<file path="config.mk">
export PLATFORM = sky130hd
export DESIGN_NAME = crc_engine
export DESIGN_NICKNAME = d
export VERILOG_FILES = /design/src/rtl/crc_engine.sv
export SDC_FILE = /design/constraint.sdc
export NUM_CORES = 1
export LEC_CHECK = 0
export BUFFER_PORTS_ARGS = -buffer_cell sky130_fd_sc_hd__buf_4
export CAP_MARGIN = 20
export CORE_ASPECT_RATIO = 0.7
export CORE_MARGIN = 2
export CORE_UTILIZATION = 38
export DETAILED_ROUTE_END_ITERATION = 8
export PLACE_DENSITY = 0.6
export SLEW_MARGIN = 25
export SYNTH_ARGS = -nofsm -noshare
export SYNTH_HDL_FRONTEND = slang
export SYNTH_SLANG_ARGS = --single-unit
</file>
<file path="constraint.sdc">
create_clock -name clk -period 2.3 [get_ports clk]
set_clock_uncertainty 0.15 [all_clocks]
set_input_delay 0.46 -clock clk [delete_from_list [all_inputs] [get_ports clk]]
set_output_delay 0.46 -clock clk [all_outputs]
set_load 0.03 [all_outputs]
</file>
<file path="src/rtl/crc_engine.sv">
// Parametrised CRC generator/checker: DATA_W bits per accepted beat, frames closed by din_last,
// result held under a valid/ready handshake together with a residue-match flag.
module crc_engine #(
   parameter int unsigned CRC_W   = 8,
   parameter logic [31:0] POLY    = 32'h0000_0007,
   parameter logic [31:0] INIT    = 32'h0000_0000,
   parameter logic [31:0] XOROUT  = 32'h0000_0000,
   parameter bit          REFIN   = 1'b0,
   parameter bit          REFOUT  = 1'b0,
   parameter int unsigned DATA_W  = 8,
   parameter logic [31:0] RESIDUE = 32'h0000_0000,
   parameter int unsigned CNT_W   = 16
) (
   input  logic              clk,
   input  logic              rst,
   input  logic              clr,
   input  logic [DATA_W-1:0] din,
   input  logic              din_vld,
   input  logic              din_last,
   output logic              din_rdy,
   output logic [CRC_W-1:0]  crc_out,
   output logic              crc_ok,
   output logic [CNT_W-1:0]  crc_beats,
   output logic              crc_vld,
   input  logic              crc_rdy
);

   localparam logic [CRC_W-1:0] POLY_C    = POLY[CRC_W-1:0];
   localparam logic [CRC_W-1:0] INIT_C    = INIT[CRC_W-1:0];
   localparam logic [CRC_W-1:0] XOROUT_C  = XOROUT[CRC_W-1:0];
   localparam logic [CRC_W-1:0] RESIDUE_C = RESIDUE[CRC_W-1:0];

   typedef enum logic [1:0] {S_IDLE, S_BUSY, S_OUTPUT} state_t;

   state_t             state_q;
   logic [CRC_W-1:0]   crc_q;
   logic [CNT_W-1:0]   cnt_q;
   logic               din_rdy_q;
   logic               crc_vld_q;
   logic [CRC_W-1:0]   crc_out_q;
   logic               crc_ok_q;
   logic [CNT_W-1:0]   crc_beats_q;

   logic               accept;
   logic [CRC_W-1:0]   crc_d;
   logic [CNT_W-1:0]   cnt_d;

   // Direct (non-augmented) update, one bit per iteration, unrolled across the beat.
   function automatic logic [CRC_W-1:0] crc_update(input logic [CRC_W-1:0] crc_in,
                                                   input logic [DATA_W-1:0] data);
      logic [CRC_W-1:0] c;
      logic             b;
      c = crc_in;
      for (int i = 0; i < DATA_W; i++) begin
         b = REFIN ? data[i] : data[DATA_W-1-i];
         c = (c << 1) ^ ((c[CRC_W-1] ^ b) ? POLY_C : '0);
      end
      return c;
   endfunction

   function automatic logic [CRC_W-1:0] reflect(input logic [CRC_W-1:0] v);
      logic [CRC_W-1:0] r;
      for (int i = 0; i < CRC_W; i++) begin
         r[i] = v[CRC_W-1-i];
      end
      return r;
   endfunction

   function automatic logic [CRC_W-1:0] crc_final(input logic [CRC_W-1:0] raw);
      return (REFOUT ? reflect(raw) : raw) ^ XOROUT_C;
   endfunction

   // A frame's first beat always starts from INIT, so no state carries between frames.
   always_comb begin
      accept = din_vld && din_rdy_q;
      crc_d  = crc_update((state_q == S_IDLE) ? INIT_C : crc_q, din);
      cnt_d  = cnt_q;
      if (state_q == S_IDLE) begin
         cnt_d = CNT_W'(1);
      end else if (cnt_q != {CNT_W{1'b1}}) begin
         cnt_d = cnt_q + 1'b1;
      end
   end

   always_ff @(posedge clk) begin
      if (rst || clr) begin
         state_q     <= S_IDLE;
         crc_q       <= INIT_C;
         cnt_q       <= '0;
         din_rdy_q   <= !rst;
         crc_vld_q   <= 1'b0;
         crc_out_q   <= '0;
         crc_ok_q    <= 1'b0;
         crc_beats_q <= '0;
      end else begin
         case (state_q)
            S_IDLE, S_BUSY: begin
               din_rdy_q <= 1'b1;
               if (accept) begin
                  crc_q <= crc_d;
                  cnt_q <= cnt_d;
                  if (din_last) begin
                     state_q     <= S_OUTPUT;
                     din_rdy_q   <= 1'b0;
                     crc_vld_q   <= 1'b1;
                     crc_out_q   <= crc_final(crc_d);
                     crc_ok_q    <= (crc_d == RESIDUE_C);
                     crc_beats_q <= cnt_d;
                  end else begin
                     state_q <= S_BUSY;
                  end
               end
            end
            S_OUTPUT: begin
               if (crc_rdy) begin
                  state_q     <= S_IDLE;
                  crc_q       <= INIT_C;
                  cnt_q       <= '0;
                  din_rdy_q   <= 1'b1;
                  crc_vld_q   <= 1'b0;
                  crc_out_q   <= '0;
                  crc_ok_q    <= 1'b0;
                  crc_beats_q <= '0;
               end
            end
            default: begin
               state_q   <= S_IDLE;
               din_rdy_q <= 1'b1;
            end
         endcase
      end
   end

   assign din_rdy   = din_rdy_q;
   assign crc_vld   = crc_vld_q;
   assign crc_out   = crc_out_q;
   assign crc_ok    = crc_ok_q;
   assign crc_beats = crc_beats_q;

endmodule

</file>
==> out/summary.txt <==
====================================================================================================
Result of the run                                                                       complete, no violations
Max-Slew Margin vs Limit                                                                      0.6008
Minimum setup slack after placement                                                        -50.24 ps
Total of max-cap violations                                                                        0
DIE HEIGHT                                                                              78.45 microns
Diode insertion count for antenna repair                                                           0
Final Util                                                                                    0.4807
Clock tree from TritonCTS                                                                      built
Period minus WS final                                                                        2177 ps
Class of the tightest hold or removal check                                                  reg2reg
Worst IR drop on VDD                                                                       0.2991 mV
Post-Synthesis Cell Area                                                                0.003009 sq mm
Final Hold Viols                                                                                   0
Biggest area consumer among synthesized cells                                                dfxtp_1
Data required time of the critical path                                                      2370 ps
Number of setup violations in the final report                                                     0
First-pass GRT wire length                                                              12970 microns
Drc violations                                                                                     0
RSZ-0062 raised after global routing                                                           false
Top post-synthesis cells by area                                                        dfxtp_1 (35%), xnor2_1 (5.8%), a21oi_1 (4.5%)
Flops & latches, synth                                                                            53
Worst hold margin                                                                           306.0 ps
Ratio of cells with drive above 1 in the final layout                                         0.2356
Synth Instances                                                                                  361
Area of the die                                                                         0.008658 sq mm
Placed instance count                                                                            509
Proportion of synthesized chip area in sequential cells                                       0.3559
Buffer depth of the longest clock path                                                             2
Post-Route WL                                                                           7958 microns
Mapped Nets                                                                                      377
Leading cell types in the layout, fill and taps excluded                                buf_4 (72), dfxtp_1 (52), nand2_1 (34)
Actual transition at the worst max-transition pin                                           598.2 ps
Endpoint type of the worst setup path                                                       register
Root Driver                                                                                clkbuf_16
Final worst setup slack                                                                     122.5 ps
Maximum number of pins on one net before global-route repair                                      25
Cts hold-fix bufs                                                                                  0
Dpl hpwl                                                                                6004 microns
Number of global-route vias before repair                                                       2531
Number of antenna violations at the first check in global routing                                  0
Reg2Reg Launch Point                                                                        cnt_q[1]
Number of clock sinks seen by CTS                                                                 53
Number of top-level pins                                                                          41
Setup Crit Path Kind                                                                         reg2reg
Overflow after GRT                                                                                 0
Pre-antenna DRT Iters                                                                              5
Share of the cycle needed by the critical path after routing                                  0.9467
Post-synthesis to final-layout area growth                                                    24.12%
Critical path peak fanout                                                                          5
CP arrival                                                                                   2250 ps
Placement row count                                                                               27
RD Place Congestion                                                                           0.9203
Number of nets with antenna violations after detailed routing                                      0
H-tree depth                                                                                       2
Effective utilization at floorplan                                                            0.3873
Top cell type's share of synthesized area                                                     0.3459
Worst hold start                                                                        crc_beats[4]
Vias post-DR                                                                                    2812
Final-report max-slew violation count                                                              0
Clock-pin slew reported for the worst setup and hold paths after clock tree synthesis          70 ps
Die W                                                                                   110.4 microns
Number of standard cells in the layout, taps in and fillers out                                  517
Initial DRC Count                                                                                218
Most common library cell in the layout ignoring fill and taps                                  buf_4
Syn_area_per_cell                                                                        8.336 sq um
Number of synthesized flops with an enable pin                                                     1
Count of warnings emitted by yosys                                                                 0
PwrDens                                                                                 547.2 mW/mm^2
Number of buffer cells added on primary ports                                                     40
Timing-limited maximum frequency                                                          0.4593 GHz
All-Layer GR Usage                                                                            0.1935
Leading register cell type out of synthesis                                                  dfxtp_1
Worst-skew pair later-pin latency                                                             290 ps
Post-synthesis async set-or-reset flop share                                                       0
Unique cell type count in the Yosys netlist                                                       60
Routed wire length per instance                                                         15.39 microns
CORE AREA                                                                               0.007770 sq mm
Buffers inserted by post-CTS timing repair                                                         0
Crit path from                                                                              cnt_q[1]
Leakage power total                                                                         1.409 nW
Vias per cell                                                                                  5.439
Nets@finish                                                                                      431
Critical Path Source Type                                                                   register
Number of buffers created by CTS                                                                   5
====================================================================================================
state kept, by name (all words and copies together), names as in the netlist:
name,flops
state_q,2
crc_vld,1
cnt_q,16
crc_q,8
crc_beats,16
crc_out,8
din_rdy,1
crc_ok,1
per-stage QoR:
step,setup TNS [ps],cell area (sq um),power [mW]
6_report,0,3735,2.044
5_1_grt,0,3735,2.145
4_1_cts,0,3702,2.049
3_5_place_dp,-50.24,3560,1.331
3_3_place_gp,0,3560,1.327
2_1_floorplan,0,3024,1.209
cell usage after synthesis (all sizes together) (3+ instances only):
library cell	instances
dfxtp	52
nor2	36
nand2	34
a21oi	27
o21ai	27
xnor2	20
nand3	18
xor2	17
clkbuf	13
buf	12
nor3	12
a22oi	9
a31oi	5
and3	5
o31ai	5
or2	5
or3	5
and2	4
nand3b	4
nand4	4
xnor3	4
a211oi	3
a21o	3
path summary, 6_finish.rpt:
check | slack, ps | depth (start not counted) | to
max | 120 | 7 | cnt_q[5]
min | 310 | 2 | crc_beats[4]
min reg2reg | 310 | 2 | crc_beats[4]
max reg2reg | 120 | 7 | cnt_q[5]
timing repair:
action / in CTS / in global routing
gates resized for setup: 1 / 4
endpoints found under the hold margin: 0 / 0
pin swaps: 0 / 1
endpoints found under the setup margin: 1 / 3
layout make-up:
cell class / count / area [sq um]
timing repair buffer: 72 / 540.5
clock inverter: 1 / 7.507
fill: 779 / 4035
tap: 101 / 126.4
multi-input combinational: 282 / 1853
clock buffer: 7 / 132.6
inverter: 1 / 3.754
sequential: 53 / 1071
per-layer routing:
metal  share of wire  wire length [microns]  global-route usage
met1            0.53                   4252              0.3179
met2            0.39                   3115              0.2540
met3           0.066                    522             0.03488
met4          0.0084                     67             0.04125
met5               0                      0                   0
report_power, final:
group | switching (mW) | internal (mW)
combinational | 0.206 | 0.172
clock | 0.314 | 0.405
sequential | 0.0122 | 0.934
cell families (layout without fill, tap and decap cells):
group / count (synthesis) / after routing / synth area share
compound gates: 96 / 96 / 0.2017
simple gates: 139 / 139 / 0.2287
mux: 4 / 4 / 0.01414
xor+xnor: 41 / 41 / 0.1464
flops: 53 / 53 / 0.3559
buf+inv: 26 / 81 / 0.04490
fa+ha+maj: 2 / 2 / 0.008315
critical path, stage by stage (launching register included):
cell and delay, ps:
dfxtp_1 390, ha_1 270, nand2_1 160, nor3_1 320, a21oi_1 180, nand3_1 160, mux2_2 340, a21oi_1 130
(Power assumes the default switching activity.)
